[src/rtl/fpu_issue_ctrl_if.sv]
// Core/ALU/CSR signal bundle for fpu_issue_ctrl; slave is the controller, master is its environment.
// Pure wiring, no logic.
interface fpu_issue_ctrl_if;
   logic        req_valid;
   logic        req_ready;
   logic [4:0]  req_alusel;
   logic [2:0]  req_rm;
   logic [31:0] req_a;
   logic [31:0] req_b;
   logic [31:0] req_c;
   logic        resp_valid;
   logic        resp_ready;
   logic [31:0] resp_result;
   logic [4:0]  resp_flags;
   logic        resp_illegal;
   logic        resp_timeout;
   logic        alu_start;
   logic [4:0]  alu_sel;
   logic [2:0]  alu_frm;
   logic [31:0] alu_a;
   logic [31:0] alu_b;
   logic [31:0] alu_c;
   logic [31:0] alu_result;
   logic [4:0]  alu_flags;
   logic        alu_done;
   logic [1:0]  csr_addr;
   logic        csr_we;
   logic [7:0]  csr_wdata;
   logic [7:0]  csr_rdata;
   logic [7:0]  fcsr;

   modport slave (
      input  req_valid, req_alusel, req_rm, req_a, req_b, req_c, resp_ready,
      input  alu_result, alu_flags, alu_done, csr_addr, csr_we, csr_wdata,
      output req_ready, resp_valid, resp_result, resp_flags, resp_illegal, resp_timeout,
      output alu_start, alu_sel, alu_frm, alu_a, alu_b, alu_c, csr_rdata, fcsr
   );

   modport master (
      output req_valid, req_alusel, req_rm, req_a, req_b, req_c, resp_ready,
      output alu_result, alu_flags, alu_done, csr_addr, csr_we, csr_wdata,
      input  req_ready, resp_valid, resp_result, resp_flags, resp_illegal, resp_timeout,
      input  alu_start, alu_sel, alu_frm, alu_a, alu_b, alu_c, csr_rdata, fcsr
   );
endinterface

[src/rtl/fpu_issue_ctrl.sv]
// One-at-a-time FP issue front-end: resolves rm, rejects illegal ops, holds ALU start until done/watchdog.
// Response 1 cycle after done (illegal: next cycle); req_ready only in IDLE, response held until resp_ready.
module fpu_issue_ctrl #(
   parameter int TIMEOUT_CYCLES = 64
) (
   input logic           clk,
   input logic           rst,
   fpu_issue_ctrl_if.slave bus
);
   typedef enum logic [1:0] {IDLE, BUSY, RESP} state_t;

   localparam logic [7:0] CNT_LAST = 8'(TIMEOUT_CYCLES - 1);

   state_t      state_q, state_d;
   logic [4:0]  sel_q, sel_d;
   logic [2:0]  frm_op_q, frm_op_d;
   logic [31:0] a_q, a_d, b_q, b_d, c_q, c_d;
   logic [7:0]  cnt_q, cnt_d;
   logic [31:0] res_q, res_d;
   logic [4:0]  rfl_q, rfl_d;
   logic        ill_q, ill_d;
   logic        to_q, to_d;
   logic [2:0]  frm_q, frm_d;
   logic [4:0]  ffl_q, ffl_d;

   logic [2:0]  rm_res;
   logic        sel_ok;
   logic        illegal;
   logic [4:0]  cap_flags;

   always_comb begin
      sel_ok = 1'b1;
      case (bus.req_alusel)
         5'd4, 5'd5, 5'd18, 5'd20, 5'd22, 5'd23, 5'd24, 5'd26, 5'd28, 5'd30: sel_ok = 1'b0;
         default: sel_ok = 1'b1;
      endcase
   end

   // Dynamic rm uses the frm visible before any same-cycle CSR write.
   assign rm_res  = (bus.req_rm == 3'b111) ? frm_q : bus.req_rm;
   assign illegal = !sel_ok || (rm_res >= 3'b101);

   always_comb begin
      state_d   = state_q;
      sel_d     = sel_q;
      frm_op_d  = frm_op_q;
      a_d       = a_q;
      b_d       = b_q;
      c_d       = c_q;
      cnt_d     = cnt_q;
      res_d     = res_q;
      rfl_d     = rfl_q;
      ill_d     = ill_q;
      to_d      = to_q;
      cap_flags = 5'b0;
      case (state_q)
         IDLE: begin
            if (bus.req_valid) begin
               sel_d    = bus.req_alusel;
               frm_op_d = rm_res;
               a_d      = bus.req_a;
               b_d      = bus.req_b;
               c_d      = bus.req_c;
               cnt_d    = 8'd0;
               res_d    = 32'd0;
               rfl_d    = 5'd0;
               to_d     = 1'b0;
               ill_d    = illegal;
               state_d  = illegal ? RESP : BUSY;
            end
         end
         BUSY: begin
            if (bus.alu_done) begin
               res_d     = bus.alu_result;
               rfl_d     = bus.alu_flags;
               cap_flags = bus.alu_flags;
               state_d   = RESP;
            end else if (cnt_q == CNT_LAST) begin
               res_d     = 32'h7FC0_0000;
               rfl_d     = 5'b10000;
               to_d      = 1'b1;
               cap_flags = 5'b10000;
               state_d   = RESP;
            end else begin
               cnt_d = cnt_q + 8'd1;
            end
         end
         RESP: begin
            if (bus.resp_ready) state_d = IDLE;
         end
         default: state_d = IDLE;
      endcase
   end

   // Captured flags OR on top of a same-cycle fflags write.
   always_comb begin
      ffl_d = ((bus.csr_we && bus.csr_addr[0]) ? bus.csr_wdata[4:0] : ffl_q) | cap_flags;
      frm_d = frm_q;
      if (bus.csr_we && bus.csr_addr == 2'b10) frm_d = bus.csr_wdata[2:0];
      if (bus.csr_we && bus.csr_addr == 2'b11) frm_d = bus.csr_wdata[7:5];
   end

   always_ff @(posedge clk) begin
      if (!rst) begin
         state_q  <= IDLE;
         sel_q    <= 5'd0;
         frm_op_q <= 3'd0;
         a_q      <= 32'd0;
         b_q      <= 32'd0;
         c_q      <= 32'd0;
         cnt_q    <= 8'd0;
         res_q    <= 32'd0;
         rfl_q    <= 5'd0;
         ill_q    <= 1'b0;
         to_q     <= 1'b0;
         frm_q    <= 3'd0;
         ffl_q    <= 5'd0;
      end else begin
         state_q  <= state_d;
         sel_q    <= sel_d;
         frm_op_q <= frm_op_d;
         a_q      <= a_d;
         b_q      <= b_d;
         c_q      <= c_d;
         cnt_q    <= cnt_d;
         res_q    <= res_d;
         rfl_q    <= rfl_d;
         ill_q    <= ill_d;
         to_q     <= to_d;
         frm_q    <= frm_d;
         ffl_q    <= ffl_d;
      end
   end

   always_comb begin
      case (bus.csr_addr)
         2'b01:   bus.csr_rdata = {3'b0, ffl_q};
         2'b10:   bus.csr_rdata = {5'b0, frm_q};
         2'b11:   bus.csr_rdata = {frm_q, ffl_q};
         default: bus.csr_rdata = 8'd0;
      endcase
   end

   assign bus.req_ready    = (state_q == IDLE);
   assign bus.resp_valid   = (state_q == RESP);
   assign bus.alu_start    = (state_q == BUSY);
   assign bus.resp_result  = res_q;
   assign bus.resp_flags   = rfl_q;
   assign bus.resp_illegal = ill_q;
   assign bus.resp_timeout = to_q;
   assign bus.alu_sel      = sel_q;
   assign bus.alu_frm      = frm_op_q;
   assign bus.alu_a        = a_q;
   assign bus.alu_b        = b_q;
   assign bus.alu_c        = c_q;
   assign bus.fcsr         = {frm_q, ffl_q};
endmodule

[src/flat_wrapper.sv]
// flat-port wrapper written by rule: the top's interface ports become plain ports
module fpu_issue_ctrl_flat 
#(
   parameter int TIMEOUT_CYCLES = 64
)
  (clk, rst, bus_req_valid, bus_req_alusel, bus_req_rm, bus_req_a, bus_req_b, bus_req_c, bus_resp_ready, bus_alu_result, bus_alu_flags, bus_alu_done, bus_csr_addr, bus_csr_we, bus_csr_wdata, bus_req_ready, bus_resp_valid, bus_resp_result, bus_resp_flags, bus_resp_illegal, bus_resp_timeout, bus_alu_start, bus_alu_sel, bus_alu_frm, bus_alu_a, bus_alu_b, bus_alu_c, bus_csr_rdata, bus_fcsr);
  fpu_issue_ctrl_if bus_i ();
  input logic clk;
  input logic rst;
  input wire logic [$bits(bus_i.req_valid)-1:0] bus_req_valid;
  input wire logic [$bits(bus_i.req_alusel)-1:0] bus_req_alusel;
  input wire logic [$bits(bus_i.req_rm)-1:0] bus_req_rm;
  input wire logic [$bits(bus_i.req_a)-1:0] bus_req_a;
  input wire logic [$bits(bus_i.req_b)-1:0] bus_req_b;
  input wire logic [$bits(bus_i.req_c)-1:0] bus_req_c;
  input wire logic [$bits(bus_i.resp_ready)-1:0] bus_resp_ready;
  input wire logic [$bits(bus_i.alu_result)-1:0] bus_alu_result;
  input wire logic [$bits(bus_i.alu_flags)-1:0] bus_alu_flags;
  input wire logic [$bits(bus_i.alu_done)-1:0] bus_alu_done;
  input wire logic [$bits(bus_i.csr_addr)-1:0] bus_csr_addr;
  input wire logic [$bits(bus_i.csr_we)-1:0] bus_csr_we;
  input wire logic [$bits(bus_i.csr_wdata)-1:0] bus_csr_wdata;
  output wire logic [$bits(bus_i.req_ready)-1:0] bus_req_ready;
  output wire logic [$bits(bus_i.resp_valid)-1:0] bus_resp_valid;
  output wire logic [$bits(bus_i.resp_result)-1:0] bus_resp_result;
  output wire logic [$bits(bus_i.resp_flags)-1:0] bus_resp_flags;
  output wire logic [$bits(bus_i.resp_illegal)-1:0] bus_resp_illegal;
  output wire logic [$bits(bus_i.resp_timeout)-1:0] bus_resp_timeout;
  output wire logic [$bits(bus_i.alu_start)-1:0] bus_alu_start;
  output wire logic [$bits(bus_i.alu_sel)-1:0] bus_alu_sel;
  output wire logic [$bits(bus_i.alu_frm)-1:0] bus_alu_frm;
  output wire logic [$bits(bus_i.alu_a)-1:0] bus_alu_a;
  output wire logic [$bits(bus_i.alu_b)-1:0] bus_alu_b;
  output wire logic [$bits(bus_i.alu_c)-1:0] bus_alu_c;
  output wire logic [$bits(bus_i.csr_rdata)-1:0] bus_csr_rdata;
  output wire logic [$bits(bus_i.fcsr)-1:0] bus_fcsr;
  assign bus_i.req_valid = bus_req_valid;
  assign bus_i.req_alusel = bus_req_alusel;
  assign bus_i.req_rm = bus_req_rm;
  assign bus_i.req_a = bus_req_a;
  assign bus_i.req_b = bus_req_b;
  assign bus_i.req_c = bus_req_c;
  assign bus_i.resp_ready = bus_resp_ready;
  assign bus_i.alu_result = bus_alu_result;
  assign bus_i.alu_flags = bus_alu_flags;
  assign bus_i.alu_done = bus_alu_done;
  assign bus_i.csr_addr = bus_csr_addr;
  assign bus_i.csr_we = bus_csr_we;
  assign bus_i.csr_wdata = bus_csr_wdata;
  assign bus_req_ready = bus_i.req_ready;
  assign bus_resp_valid = bus_i.resp_valid;
  assign bus_resp_result = bus_i.resp_result;
  assign bus_resp_flags = bus_i.resp_flags;
  assign bus_resp_illegal = bus_i.resp_illegal;
  assign bus_resp_timeout = bus_i.resp_timeout;
  assign bus_alu_start = bus_i.alu_start;
  assign bus_alu_sel = bus_i.alu_sel;
  assign bus_alu_frm = bus_i.alu_frm;
  assign bus_alu_a = bus_i.alu_a;
  assign bus_alu_b = bus_i.alu_b;
  assign bus_alu_c = bus_i.alu_c;
  assign bus_csr_rdata = bus_i.csr_rdata;
  assign bus_fcsr = bus_i.fcsr;
  fpu_issue_ctrl #(.TIMEOUT_CYCLES(TIMEOUT_CYCLES)) u_core (.clk(clk), .rst(rst), .bus(bus_i));
endmodule
[config.mk]
export PLATFORM = sky130hd
export DESIGN_NAME = fpu_issue_ctrl_flat
export DESIGN_NICKNAME = d
export VERILOG_FILES = /design/src/rtl/fpu_issue_ctrl_if.sv /design/src/rtl/fpu_issue_ctrl.sv /design/src/flat_wrapper.sv
export SDC_FILE = /design/constraint.sdc
export NUM_CORES = 1
export LEC_CHECK = 0
export CELL_PAD_IN_SITES_DETAIL_PLACEMENT = 1
export CELL_PAD_IN_SITES_GLOBAL_PLACEMENT = 1
export CORE_ASPECT_RATIO = 0.9
export CORE_MARGIN = 1.5
export CORE_UTILIZATION = 31
export DETAILED_ROUTE_END_ITERATION = 12
export PLACE_DENSITY = 0.88
export SLEW_MARGIN = 20
export SYNTH_ARGS = -nofsm -noshare
export SYNTH_HDL_FRONTEND = slang
export SYNTH_SLANG_ARGS = --single-unit
[constraint.sdc]
create_clock -name clk -period 3.7 [get_ports clk]
set_clock_uncertainty 0.15 [all_clocks]
set_input_delay 0.925 -clock clk [delete_from_list [all_inputs] [get_ports clk]]
set_output_delay 0.925 -clock clk [all_outputs]
set_load 0.03 [all_outputs]
Word-level counts from Yosys, hierarchy flattened

Memories as Yosys holds them, arrays and structs flattened.
Cells that the tools add are included.

Flip-flop bits (word level): 161
Bits in read-only memories: 32
Bits of input ports: 157
Output and inout bits: 162
Word-level logic and storage cells: 73
Memories kept: 1

$add $sub $neg: 1
$lt $le $gt $ge: 1
Eq/ne operators: 13
Muxes and demuxes: 30
Bitwise logic cells: 1
Reductions and logical operators: 13

Memory list:

| name             | words | width | read ports | clocked after Yosys merged registers in | write ports | line                 | source |
|---|---|---|---|---|---|---|---|
| (name not given) | 32    | 1     | 1          | 0                                       | 0           | fpu_issue_ctrl.sv:33 | `case (bus.req_alusel)` |

Operators by type and width:

| cell                                                      | count |
|---|---|
| two-way mux 32 bit                                        | 3 |
| one-hot mux 32 bit (2 select lines)                       | 1 |
| two-way mux 5 bit                                         | 7 |
| two-way mux 8 bit                                         | 3 |
| one-hot mux 8 bit (3 select lines)                        | 1 |
| one-hot mux 8 bit (2 select lines)                        | 1 |
| two-way mux 2 bit                                         | 5 |
| one-hot mux 5 bit (2 select lines)                        | 1 |
| two-way mux 3 bit                                         | 3 |
| adder 8 x 1 -> 8 bit (second input constant)              | 1 |
| equality test 8 x 6 -> 1 bit (second input constant)      | 1 |
| inequality test 2 bit (second input constant)             | 4 |
| AND reduction 4 bit                                       | 2 |
| equality test 2 bit (second input constant)               | 3 |
| one-hot mux 2 bit (3 select lines)                        | 1 |
| AND reduction 3 bit                                       | 2 |
| bitwise OR 5 bit                                          | 1 |
| equality test 2 x 1 -> 1 bit (second input constant)      | 2 |
| nonzero test 2 bit                                        | 2 |
| equality test 3 bit (second input constant)               | 1 |
| greater-or-equal comparator 3 bit (second input constant) | 1 |
| logical AND 1 bit                                         | 3 |
| two-way mux 1 bit                                         | 3 |
| inequality test 3 x 2 -> 1 bit (second input constant)    | 1 |
| 6 further kinds                                           | 6 |

Logic depth before layout (Yosys ltp)

Word-level depth: 7
Gate-level depth with buffers: 8
Depth with buffers taken out: 5

Worst setup path before layout

Ideal clock, no wire load.

Path kind: input -> output
From: input bus_csr_addr[0]
To: output bus_csr_rdata[0]
Arrival time: 1.982 ns
Required time: 2.625 ns
Slack: 0.643 ns
Cell stages on the path: 3
Path buffers: 2
Cell sequence: clkbuf_1 clkbuf_1 o21ai_0

Longest elaborated chain between the ends: 2
Elaborated cells between the ends (all ways): 4
Those cells by class: eq/ne (3); mux (1)

Ends and longest elaborated chain:

| item                                                                       | line                  | source |
|---|---|---|
| from (decl)                                                                | flat_wrapper.sv:20    | `input wire logic [$bits(bus_i.csr_addr)-1:0] bus_csr_addr;` |
| equality test 2 bit / equality test 2 x 1 -> 1 bit (equally long branches) | fpu_issue_ctrl.sv:136 | `case (bus.csr_addr)` |
| one-hot mux 8 bit (3 select lines) *                                       | fpu_issue_ctrl.sv:136 |  |
| to (decl)                                                                  | flat_wrapper.sv:35    | `output wire logic [$bits(bus_i.csr_rdata)-1:0] bus_csr_rdata;` |

Every way passes the cells marked *; elsewhere a longest branch is shown, timed or not.

Final worst setup path

Ends and elaborated chain as after synthesis.

==> results.py <==
metrics = {
    "global_route": {
        "grt_antenna_before_repair": 1,
        "grtUsageTotal": 0.214,
        "grt-ovfl-total": 0,
        "grt_max_degree": 73,
        "grt_first_pass_wirelength_um": 36500,
        "grt_pass1_vias": 6668,
    },
    "die": {
        "fp-row-count": 50,
        "dieArea_um2": 22100,
        "dieWidth_um": 156,
        "initial_core_util": 0.316,
        "pin_count": 319,
        "core_area_um2": 20800,
        "die_h_um": 141,
    },
    "synth": {
        "yosysSeqAreaShare": 0.491,
        "yosysMostFrequentCell": "nand2_1",
        "synth_flop_cell": "dfxtp_1",
        "async_reset_ff_frac": 0,
        "synthDistinctLibCells": 54,
        "yosys_warnings": 0,
        "synth_nets": 924,
        "synth_top_area_cell": "dfxtp_1",
        "synth-edff-count": 0,
        "synthCells": 766,
        "synth_area_leaders": "dfxtp_1, nand2_1, a21boi_0, a21boi_1, o211ai_1",
        "synth-seq-cells": 161,
        "synthTopCellsByCount": "nand2_1, dfxtp_1, a21boi_0, a21boi_1, o211ai_1",
        "synth_area_um2": 6570,
        "synth.avg_cell_area_um2": 8.57,
        "yosysTopAreaCellShare": 0.491,
    },
    "clock_network": {
        "cts_sinks": 161,
        "numCtsBuffers": 17,
        "insertion_delay_ns": 0.43,
        "cts_tree": "done",
        "cts.reportedPaths.clkPinSlew_ns": 0.06,
        "cts-root-buf": "clkbuf_16",
        "h-tree-depth": 4,
        "cts_setup_buffers": 0,
        "cts_hold_buf": 0,
        "cts_buffer_depth": 2,
        "cts_resized": 0,
    },
    "min_path": {
        "worstHoldStart": "u_core.bus.alu_frm[1]$_SDFFE_PN0P_",
        "hold_path.class": "reg -> reg",
    },
    "setup_path": {
        "crit_type": "in -> out",
        "critPathCaptureType": "output port",
        "crit_required_ns": 2.62,
        "worst-path-max-fanout": 12,
        "worstSetupStartpoint": "bus_csr_addr[0]",
        "start_kind": "input pin",
        "crit_arrival_ns": 2.28,
        "ff2ff_setup_slack_ns": 1.48,
        "r2r-start": "u_core.cnt_q[0]$_SDFFE_PN0P_",
    },
    "power": {
        "p_per_area_nw_per_um2": 446,
        "p_leak_nw": 3.83,
        "p_seq_frac": 0.407,
        "clockPowerShare": 0.364,
        "pwr-share-comb": 0.228,
        "p_int_mw": 3.25,
        "switching_share": 0.308,
        "switchingPower_mw": 1.44,
        "ir_worst_vdd_v": 0.000258,
    },
    "timing": {
        "tns_ns": 0,
        "slew-limit-headroom": 0.548,
        "rsz0062_at_grt": "false",
        "min_period_over_period": 0.907,
        "fin_crit_ns": 3.36,
        "drv_slew": 0,
        "setup_violations": 0,
        "tightest_slew_ns": 0.678,
        "hold_viol": 0,
        "fmax_mhz": 298,
    },
    "finish": {
        "layout-drive-gt1-share": 0.0592,
        "num-nets-final": 1212,
        "stdcell_area_um2": 10500,
        "syn_to_final_growth_pct": 60.1,
        "diodes": 0,
    },
    "status": {
        "status": "finished, final reports clean",
    },
    "place": {
        "port_buffers": 318,
        "gp_congestion": 0.780,
        "hpwlAfterDp_um": 17200,
        "placed_area_um2": 9960,
    },
    "detailed_routing": {
        "wl_per_cell_um": 17.7,
        "drt_wl_total_um": 23900,
        "drc": 0,
        "ant_nets": 0,
        "dr_total_vias": 6515,
        "drt-pass1-iter-count": 4,
        "drtIter0Drc": 278,
        "routed_via_density": 4.82,
    },
    "job": {
        "maxCapViolations": 0,
    },
}
## per-layer routing
| metal | GRT usage | vias up | share of wire |
|---|---|---|---|
| li1 | - | 3158 | - |
| met1 | 0.254 | 3123 | 0.43 |
| met2 | 0.363 | 197 | 0.49 |
| met3 | 0.0636 | 37 | 0.061 |
| met4 | 0.0832 | 0 | 0.026 |
| met5 | 0 | - | 0 |
## critical path, stage by stage
cell and delay (ns):
clkdlybuf4s50_1 0.83, buf_4 0.22, nand2_1 0.04, o21ai_0 0.07
buf_4 0.19
## cells by family (layout without fill, tap and decap cells)
family,count (synthesis),after routing,share of synthesized area
AO/OA/AOI/OAI,224,224,0.248
adder cells (fa/ha/maj),1,1,0.00191
buffers and inverters,64,363,0.0482
flip-flops,161,161,0.491
multiplexers,9,9,0.0137
AND/OR/NAND/NOR,307,307,0.197
## layout by cell type, fill, tap and decap left out, drive strengths merged, types with 2 or more instances in the layout
master           n
clkdlybuf4s50  309
nand2          261
dfxtp          161
a21boi         140
o211ai          31
buf             20
o21ai           17
clkbuf          17
a21oi           17
mux2i            9
inv              8
nand3            7
and2             7
nor2             5
nand2b           5
clkinvlp         4
clkinv           4
and3             4
nor2b            3
o211a            3
nand3b           2
nand4b           2
o31ai            2
o21a             2
or4              2
a31o             2
## final cells by class
type | count | area [um2]
clock buffer | 17 | 425
sequential | 161 | 3220
fill | 2419 | 10300
tap | 286 | 358
clock inverter | 13 | 130
inverter | 4 | 15.0
multi-input combinational | 541 | 3030
timing repair buffer | 329 | 3330
## power groups by stage
stage	registers, mW	logic, mW	clock network, mW
finish	1.91	1.07	1.71
global route	1.92	1.14	1.83
CTS	1.91	1.08	1.75
detailed placement	1.95	1.08	0
global placement	1.94	1.06	0
floorplan	2.15	0.346	0
## path summary, 6_finish.rpt
| kind | cells after the start | end |
|---|---|---|
| min reg2reg | 2 | u_core.bus.alu_frm[1]$_SDFFE_PN0P_ |
| max | 5 | bus_csr_rdata[0] |
| min | 2 | u_core.bus.alu_frm[1]$_SDFFE_PN0P_ |
| max reg2reg | 6 | u_core.bus.resp_result[26]$_SDFFE_PN0P_ |
## registers in the layout (all words and copies together) (netlist names)
name                     count
u_core.bus.alu_a            32
u_core.bus.alu_b            32
u_core.bus.alu_c            32
u_core.bus.alu_frm           3
u_core.bus.alu_sel           5
u_core.bus.resp_flags        5
u_core.bus.resp_illegal      1
u_core.bus.resp_result      32
u_core.bus.resp_timeout      1
u_core.cnt_q                 8
u_core.ffl_q                 5
u_core.frm_q                 3
u_core.state_q               2
## metrics by stage
stage,cells,worst slack [ns],hold slack (ns),power (mW),utilization
finish,1351,0.344,0.300,4.69,0.506
global route,1351,0.249,0.320,4.90,0.506
CTS,1351,0.333,0.303,4.75,0.506
detailed placement,1321,0.336,0.294,3.03,0.479
global placement,1321,0.380,0.289,3.00,0.479
floorplan,766,0.643,0.302,2.50,-
Power figures use the tool's default switching activity.
